[config.mk]
export PLATFORM = sky130hd
export DESIGN_NAME = core_control_fsm
export DESIGN_NICKNAME = d
export VERILOG_FILES = /design/src/rtl/core_control_fsm.sv
export SDC_FILE = /design/constraint.sdc
export NUM_CORES = 1
export LEC_CHECK = 0
export BUFFER_PORTS_ARGS = -buffer_cell sky130_fd_sc_hd__buf_2
export CORE_MARGIN = 1.5
export CORE_UTILIZATION = 49
export CTS_CLUSTER_SIZE = 8
export DETAILED_ROUTE_END_ITERATION = 12
export HOLD_SLACK_MARGIN = 0.1
export PLACE_DENSITY = 0.87
export REMOVE_ABC_BUFFERS = 1
export SLEW_MARGIN = 20
export SYNTH_ARGS = -nofsm -noshare
export SYNTH_HDL_FRONTEND = slang
export SYNTH_SLANG_ARGS = --single-unit
[constraint.sdc]
create_clock -name clk -period 2.45 [get_ports clk]
set_input_delay 0.49 -clock clk [delete_from_list [all_inputs] [get_ports clk]]
set_output_delay 0.49 -clock clk [all_outputs]
set_load 0.02 [all_outputs]
[src/rtl/core_control_fsm.sv]
// Multi-cycle RV32I control sequencer: owns the PC and walks each instruction
// through fetch, decode, execute, memory and writeback, halting on traps.
package core_control_pkg;
    typedef enum logic [4:0] {
        IK_LUI, IK_AUIPC, IK_JAL, IK_JALR,
        IK_BEQ, IK_BNE, IK_BLT, IK_BGE, IK_BLTU, IK_BGEU,
        IK_LB, IK_LH, IK_LW, IK_LBU, IK_LHU,
        IK_SB, IK_SH, IK_SW,
        IK_ALU_IMM, IK_ALU_REG,
        IK_FENCE, IK_FENCE_I,
        IK_ECALL, IK_EBREAK,
        IK_CSR
    } instr_kind_t;
endpackage

module core_control_fsm
    import core_control_pkg::*;
#(
    parameter logic [31:0] RESET_PC       = 32'h0000_0000,
    parameter int unsigned DECODE_LATENCY = 2
) (
    input  logic        clk,
    input  logic        rst,
    output logic        imem_req,
    output logic [31:0] imem_addr,
    input  logic        imem_ready,
    output logic        ir_load,
    input  instr_kind_t instr_kind,
    input  logic        branch_taken,
    input  logic [31:0] branch_target,
    output logic        dmem_req,
    output logic        dmem_we,
    input  logic        dmem_ready,
    output logic        rf_we,
    output logic [31:0] pc,
    output logic        retire,
    output logic [31:0] instret,
    output logic        halted,
    output logic [1:0]  trap_cause
);

    typedef enum logic [2:0] {
        ST_FETCH, ST_DECODE, ST_EXECUTE, ST_MEM, ST_WRITEBACK, ST_HALT
    } state_t;

    localparam logic [3:0] DEC_LAT = 4'(DECODE_LATENCY);

    state_t      state_r, state_s;
    logic [31:0] pc_r, npc_r, npc_s, pc_plus4_s, instret_r;
    logic [3:0]  dcnt_r;
    logic        is_store_r, store_s;
    logic        imem_req_r, dmem_req_r, dmem_we_r, rf_we_r, halted_r;
    logic [1:0]  trap_cause_r, trap_s;
    logic        commit_s, fetch_done_s;

    function automatic logic is_store_f(input instr_kind_t k);
        logic r;
        case (k)
            IK_SB, IK_SH, IK_SW: r = 1'b1;
            default:             r = 1'b0;
        endcase
        return r;
    endfunction

    assign pc_plus4_s = pc_r + 32'd4;
    assign store_s    = (state_r == ST_EXECUTE) ? is_store_f(instr_kind) : is_store_r;

    // Next-state, next-PC, commit and trap decisions.
    always_comb begin
        state_s      = state_r;
        npc_s        = npc_r;
        commit_s     = 1'b0;
        trap_s       = 2'd0;
        fetch_done_s = 1'b0;
        case (state_r)
            ST_FETCH: begin
                if (imem_req_r && imem_ready) begin
                    fetch_done_s = 1'b1;
                    state_s      = ST_DECODE;
                end else begin
                    state_s = ST_FETCH;
                end
            end
            ST_DECODE: begin
                if (dcnt_r <= 4'd1) begin
                    state_s = ST_EXECUTE;
                end else begin
                    state_s = ST_DECODE;
                end
            end
            ST_EXECUTE: begin
                npc_s   = pc_plus4_s;
                state_s = ST_FETCH;
                case (instr_kind)
                    IK_BEQ, IK_BNE, IK_BLT, IK_BGE, IK_BLTU, IK_BGEU: begin
                        if (branch_taken) begin
                            npc_s = branch_target;
                        end else begin
                            npc_s = pc_plus4_s;
                        end
                    end
                    IK_JAL, IK_JALR: begin
                        npc_s   = branch_target;
                        state_s = ST_WRITEBACK;
                    end
                    IK_LB, IK_LH, IK_LW, IK_LBU, IK_LHU,
                    IK_SB, IK_SH, IK_SW: state_s = ST_MEM;
                    IK_ECALL: begin
                        npc_s   = pc_r;
                        state_s = ST_HALT;
                        trap_s  = 2'd1;
                    end
                    IK_EBREAK: begin
                        npc_s   = pc_r;
                        state_s = ST_HALT;
                        trap_s  = 2'd2;
                    end
                    IK_LUI, IK_AUIPC, IK_ALU_IMM, IK_ALU_REG,
                    IK_CSR: state_s = ST_WRITEBACK;
                    IK_FENCE, IK_FENCE_I: state_s = ST_FETCH;
                    default: state_s = ST_FETCH;
                endcase
                // Only paths that commit in this very cycle are alignment-checked here.
                if (state_s == ST_FETCH) begin
                    if (npc_s[1:0] != 2'd0) begin
                        state_s = ST_HALT;
                        trap_s  = 2'd3;
                    end else begin
                        commit_s = 1'b1;
                    end
                end else begin
                    commit_s = 1'b0;
                end
            end
            ST_MEM: begin
                if (dmem_req_r && dmem_ready) begin
                    if (!is_store_r) begin
                        state_s = ST_WRITEBACK;
                    end else if (npc_r[1:0] != 2'd0) begin
                        state_s = ST_HALT;
                        trap_s  = 2'd3;
                    end else begin
                        commit_s = 1'b1;
                        state_s  = ST_FETCH;
                    end
                end else begin
                    state_s = ST_MEM;
                end
            end
            ST_WRITEBACK: begin
                if (npc_r[1:0] != 2'd0) begin
                    state_s = ST_HALT;
                    trap_s  = 2'd3;
                end else begin
                    commit_s = 1'b1;
                    state_s  = ST_FETCH;
                end
            end
            ST_HALT: state_s = ST_HALT;
            default: state_s = ST_FETCH;
        endcase
    end

    // State, architectural registers and registered request/enable outputs.
    always_ff @(posedge clk) begin
        if (rst) begin
            state_r      <= ST_FETCH;
            pc_r         <= RESET_PC;
            npc_r        <= RESET_PC;
            instret_r    <= 32'd0;
            dcnt_r       <= 4'd0;
            is_store_r   <= 1'b0;
            imem_req_r   <= 1'b0;
            dmem_req_r   <= 1'b0;
            dmem_we_r    <= 1'b0;
            rf_we_r      <= 1'b0;
            halted_r     <= 1'b0;
            trap_cause_r <= 2'd0;
        end else begin
            state_r    <= state_s;
            npc_r      <= npc_s;
            is_store_r <= store_s;
            if (commit_s) begin
                pc_r      <= npc_s;
                instret_r <= instret_r + 32'd1;
            end
            if (fetch_done_s) begin
                dcnt_r <= DEC_LAT;
            end else if (state_r == ST_DECODE) begin
                dcnt_r <= dcnt_r - 4'd1;
            end
            imem_req_r <= (state_s == ST_FETCH);
            dmem_req_r <= (state_s == ST_MEM);
            dmem_we_r  <= (state_s == ST_MEM) && store_s;
            // A misaligned link target must not write the register file.
            rf_we_r    <= (state_s == ST_WRITEBACK) && (npc_s[1:0] == 2'd0);
            halted_r   <= (state_s == ST_HALT);
            if ((state_r != ST_HALT) && (state_s == ST_HALT)) begin
                trap_cause_r <= trap_s;
            end
        end
    end

    assign imem_req   = imem_req_r;
    assign imem_addr  = pc_r;
    assign ir_load    = fetch_done_s && !rst;
    assign dmem_req   = dmem_req_r;
    assign dmem_we    = dmem_we_r;
    assign rf_we      = rf_we_r;
    assign pc         = pc_r;
    assign retire     = commit_s && !rst;
    assign instret    = instret_r;
    assign halted     = halted_r;
    assign trap_cause = trap_cause_r;

endmodule

==> results of run 1 <==
==> worst reg2reg max path, delay by kind of cell, from the launching register on <==
| family | cells | cell delay (ns) |
|---|---|---|
| buffers and inverters | 2 | 0.37 |
| and+or+nand+nor | 2 | 0.74 |
| DFF | 1 | 0.36 |
| AOI/OAI and AO/OA | 4 | 0.84 |
==> final timing paths <==
kind | depth (start not counted) | slack, ns | endpoint
max | 7 | -0.05 | retire
min reg2reg | 2 | 0.49 | npc_r[11]$_SDFF_PP0_
min | 5 | 0.47 | npc_r[4]$_SDFF_PP0_
max reg2reg | 8 | 0.08 | instret[23]$_SDFFE_PP0P_
==> cells in the final DEF (no fill, tap or decap), types with 4 or more instances in the layout <==
master     synthesis  routed
or3_1             15      15
o211ai_1          10      10
nor2b_1           16      16
xnor2_1           20      20
and3_1            16      16
nand2b_1           4       4
nand3_1           21      21
a221oi_1          14      13
or4_1              7       7
a21o_1            10      10
o21ai_0           31      30
buf_12             0       8
inv_1             14      14
nor2_1            75      74
nor4_1            12      12
nor3_1            21      21
buf_4             32      69
a211oi_1          14      14
xor2_1            14      14
nand4_1           14      14
o22ai_1            7       7
o31ai_1            5       5
a21oi_1           43      42
and4_1             5       5
nor3b_1           11      10
clkbuf_16          0       9
nand2_1           66      66
mux2i_1            7       7
nand3b_1          11      11
and2_1             8       8
o21ai_1           26      26
dfxtp_1          111     109
ha_1               4       4
a222oi_1           5       5
buf_2             12     143
==> registers in the layout (all words and copies together) (netlist names) <==
signal	count
instret	32
imem_req	1
is_store_r	1
dmem_we	1
halted	1
npc_r	32
dmem_req	1
trap_cause	2
rf_we	1
state_r	3
imem_addr	32
dcnt_r	4
==> cells by family after synthesis <==
group / after synthesis / synth area share
compound gates: 193 / 0.212
xor+xnor: 34 / 0.0489
fa+ha+maj: 4 / 0.00821
buf+inv: 102 / 0.0874
flops: 111 / 0.365
mux: 8 / 0.0133
simple gates: 312 / 0.266
==> per-layer routing <==
layer	GRT usage	vias to the layer above	wire length [um]
li1	-	3032	-
met1	0.334	2982	7350
met2	0.442	279	8460
met3	0.0598	42	1310
met4	0.119	0	425
met5	0	-	0
==> final cells by class <==
type                            count  share of cell area
Timing Repair Buffer              221               0.185
Inverter                           16             0.00791
Sequential cell                   111               0.293
Clock inverter                      6              0.0119
Clock buffer                       10              0.0315
Tap cell                          168              0.0277
Multi-Input combinational cell    551               0.443
==> report_power, final <==
group | leakage (nW) | switching, mW | internal [mW]
registers | 0.897 | 0.0315 | 1.86
clock network | 0.159 | 0.711 | 0.931
logic | 2.20 | 0.315 | 0.224
==> what timing repair did <==
action	4_1_cts	5_1_grt
buffers inserted	1	2
hold buffers	0	0
endpoints found under the setup margin	1	9
hold endpoints to repair	0	0
pin swaps	0	2
gates resized for setup	7	4
==> run metrics, run 1 <==
gr ovfl total 0; H-tree depth 3; I/O pin total approximately 150; routed vias about 6.3k; total power 4.07 mW; global-route wire length before repair about 28,000 um; Netlist cell types 66; Async SR Flop Fraction 0; hold crit path type in2reg; synth top area cells dfxtp_1 36%, nor2_1 4.6%, nand2_1 4.1%; Critical Path Sink Type output pin; Port Buf Inserts between 100 and 150; r2r startpoint state_r[1]$_SDFF_PP0_; first-pass detailed-route iteration total 5; Iteration-0 DRC Markers slightly above 600; Total Die Area approximately 13,000 sq um; #FFs+latches synth around 110; synth warn 0; drt drc 0; sequential cell area around 2200 sq um; fin nets ~960; P_leak between 3 and 4 nW; WS Path Type reg2out; area occupied by multi-input gates approximately 3400 sq um; Post-synth top cells 111 x dfxtp_1, 75 x nor2_1, 66 x nand2_1, 43 x a21oi_1, 38 x clkbuf_1; Wirelength per Cell 16.2 um; Setup Skew 0.0103 ns; top-count cell post-synth dfxtp_1; fill cell count 1,045; Max VDD drop 0.521 mV; total placed instance area around 7200 sq um; RSZ-0062 raised after global routing yes; # rows 40; failing checks negative setup slack; min cycle time layout 2.50 ns; cell family contributing the most delay on the critical path simple AND/OR/NAND/NOR gates; PD cells roughly 540 nW/um^2; CP max stage delay just under 0.4 ns; Design Area, Final about 7600 sq um; critical-path cell list or3b_4 > a211oi_2 > a21boi_4 > or2_1 > nand2b_1 > inv_2 > buf_6; setup TNS -0.0511 ns; max_slew headroom 0.664; sequential fraction of the synthesis area 0.365; Longest Clk Path Bufs 2; dpl cells 1,064; Synth top area share 0.365; FMAX about 0.4 GHz; worst slack at placement -0.180 ns; clock sinks 111; layout cells sized above 1 0.279; Die H approximately 110 um; crit path DAT between 2 and 2.5 ns; hold_ws roughly 0.47 ns; chip width between 100 and 150 um; n_diodes 0; post-DR vias/cell between 5 and 6; gpl congestion 0.896; HP Start branch_target[4]; Tightest Pin Transition 0.497 ns; Post-synth top flop dfxtp_1; crit start category flip-flop; Final WS setup -0.0511 ns; Post-synth EDFFs 0; leading area contributor after synthesis dfxtp_1; core area roughly 12,000 sq um; Maximum Capacitance Violations 0; clk root buf clkbuf_16; Syn Std Cell Area roughly 6000 sq um; Antenna Nets Post-Route 0; Final Hold Viols 0; HPWL Detailed 12,000 um; CP startpoint state_r[1]$_SDFF_PP0_; Final Setup Violations 1; data required time of the worst path about 2 ns; Slew Limit Fails 0; period utilization 1.02; Post-Syn Instances between 700 and 800; Initial Util 0.505; Crit-path slowest cell or3b_4; CP max FO 5; status complete, but fails checks; latest clock arrival within the worst-skew pair between 0.3 and 0.4 ns; CTS tree built; initial antenna violation count 0; pin count of the biggest net entering global routing 64; GRT Util Overall 0.267; Num CTS Buffers 9; Syn Area/Cell between 7 and 8 sq um; Synth-to-Final Area Change 24.6%; CP Buf/Inv Count 2; total length of routed wires ~18,000 um; clk slew on worst S/H paths roughly 0.08 ns; final non-filler cell total between 1k and 1.5k; post-layout util 0.630; vias in the first global route around 6k
(Power assumes the default switching activity.)
==> inputs of run 2 (changes only) <==
CELL_PAD_IN_SITES_DETAIL_PLACEMENT = 0   (was unset)
CELL_PAD_IN_SITES_GLOBAL_PLACEMENT = 1   (was unset)
CORE_UTILIZATION = 35   (was 49)
PLACE_DENSITY = 0.86   (was 0.87)
==> run metrics, run 2 (same netlist as run 1, synthesis figures left out) <==
status complete, but fails checks; failing checks negative setup slack; CP max FO 5; Final WS setup -0.0386 ns; pin count of the biggest net entering global routing 37; Slew Limit Fails 0; FF-to-FF path depth 9; cell family contributing the most delay on the critical path simple AND/OR/NAND/NOR gates; hold endpoint trap_cause[0]$_SDFFE_PP0P_; Sw Ratio 0.263; routed vias approximately 6k; gpl congestion between 0.8 and 0.9; r2r startpoint state_r[0]$_SDFF_PP0_; total power 3.81 mW; post-DR vias/cell ~5.3; R2R setup slack 0.06 ns; Power Internal about 2.8 mW; # rows 48; Num CTS Buffers 9; GRT Util Overall 0.192; hold path depth 3; Crit-path slowest cell or4_4; CP Buf/Inv Count 3; Max VDD drop roughly 0.38 mV; H-tree depth 3; Die H about 130 um; Switch Pwr 1.00 mW; CTS tree built; sequential cell area 2220 sq um; total length of routed wires approximately 18,000 um; HP Start instr_kind[0]; Final Setup Violations 1; Total Die Area 18,200 sq um; core area 17,200 sq um; Maximum Capacitance Violations 0; commonest cells after routing, fill and taps aside 143 x buf_2, 111 x dfxtp_1, 74 x nor2_1, 74 x buf_4, 66 x nand2_1; RSZ-0062 raised after global routing yes; hold crit path type in2reg; Longest Clk Path Bufs 2; P_leak between 3 and 4 nW; drt drc 0; dpl cells approximately 1.1k; max_slew headroom 0.498; vias in the first global route 5,485; I/O pin total around 150; chip width about 130 um; critical-path cell list buf_6 > and4bb_1 > a221oi_2 > or4_4 > a21boi_4 > or2_4 > nand2b_4 > inv_2 > buf_6; FMAX 0.402 GHz; layout cells sized above 1 0.290; WS Path Type in2out; Tightest Pin Transition 0.750 ns; min cycle time layout 2.49 ns; global-route wire length before repair between 20,000 and 30,000 um; Antenna Nets Post-Route 0; Iteration-0 DRC Markers approximately 360; initial antenna violation count 1; Initial Util 0.355; final non-filler cell total approximately 1.2k; period utilization 1.02; crit start category input pin; HPWL Detailed about 13,000 um; fin nets between 900 and 1k; clk root buf clkbuf_16; sequential cell fraction of total power 0.495; most common library cell in the layout ignoring fill and taps buf_2; Gate power share 0.143; met3 Use GR 0.0327; first-pass detailed-route iteration total 5; data required time of the worst path 1.96 ns; Wirelength per Cell 15.3 um; gr ovfl total 0; crit path DAT 2.00 ns; most frequent CP cell buf_6; Port Buf Inserts 146; worst reg2reg path endpoint instret[29]$_SDFFE_PP0P_; grt peak-use layer met2; Final Hold Viols 0; Setup Skew between 0.01 and 0.015 ns; Synth-to-Final Area Change 26.9%; Clock power frac 0.362; fill cell count between 1.5k and 2k; Critical Path Sink Type output pin; clock sinks 111; latest clock arrival within the worst-skew pair around 0.35 ns; PD cells ~500 nW/um^2; CP Depth 9; clk slew on worst S/H paths roughly 0.07 ns; grt met1 use 0.271; area occupied by multi-input gates 3410 sq um; CP max stage delay about 0.46 ns; GRT met2 Usage 0.301
## run 2: cell count changes in the layout (fill, tap and decap cells not counted), moves of 4 or more
cell	change
buf_4	+5
buf_6	+4
a21oi_2	+5
a21oi_1	-5
clkbuf_1	+4
## run 2: layout make-up
type	count	area share
inverters	16	0.00776
diodes	1	0.000323
flip-flops and latches	111	0.287
well taps	225	0.0364
clock inverters	2	0.00210
multi-input cells	551	0.441
clock buffers	14	0.0328
repair buffers	230	0.192
## run 2: worst max-delay path by stage
stage,from,endpoint
2_1_floorplan,state_r[1]$_SDFF_PP0_,imem_addr[20]$_SDFFE_PP0P_
3_3_place_gp,instr_kind[2],instret[29]$_SDFFE_PP0P_
3_5_place_dp,instr_kind[2],instret[29]$_SDFFE_PP0P_
4_1_cts,instr_kind[2],retire
5_1_grt,instr_kind[2],retire
6_report,instr_kind[2],retire
## run 2: stage by stage
| stage | utilization | setup TNS (ns) | hold slack, ns | area [sq um] | setup WS [ns] |
|---|---|---|---|---|---|
| after CTS | 0.445 | -0.144 | 0.447 | 7650 | -0.121 |
| after global routing | 0.450 | -0.301 | 0.468 | 7740 | -0.118 |
| final | 0.451 | -0.0386 | 0.466 | 7740 | -0.0386 |
| after detailed placement | 0.428 | -8.07 | 0.476 | 7350 | -0.345 |
| after floorplan | - | -71.40 | 0.447 | 5620 | -1.54 |
| after global placement | 0.428 | -5.21 | 0.459 | 7350 | -0.235 |
## run 2: metal layers
metal / up-vias / wire length [um] / share of wire
met1: 2833 / 8330 / 0.47
met4: 0 / 258 / 0.015
met2: 208 / 7810 / 0.44
li1: 3047 / - / -
met3: 22 / 1200 / 0.068
met5: - / 0 / 0
## run 2: power groups by stage
stage | clock [mW] | sequential (mW) | combinational [mW]
after floorplan | 0 | 1.94 | 0.254
after global placement | 0 | 1.93 | 0.527
after detailed placement | 0 | 1.93 | 0.532
after CTS | 1.42 | 1.89 | 0.538
after global routing | 1.47 | 1.89 | 0.601
final | 1.38 | 1.89 | 0.544
## run 2: timing repair
| action | 4_1_cts | 5_1_grt |
|---|---|---|
| buffers inserted | 1 | 3 |
| gates resized for setup | 9 | 14 |
| pin swaps | 3 | 2 |
| endpoints found under the hold margin | 0 | 0 |
| hold buffers | 0 | 0 |
| endpoints found under the setup margin | 1 | 18 |
## run 2: worst reg2reg max path, stage by stage, from the launching register on
cell and delay, ns:
dfxtp_1 0.36, or3b_1 0.41, a211oi_2 0.21, a21boi_4 0.27
buf_6 0.14, buf_12 0.11, o2111ai_4 0.15, buf_6 0.17
or3_4 0.36, a21oi_2 0.14
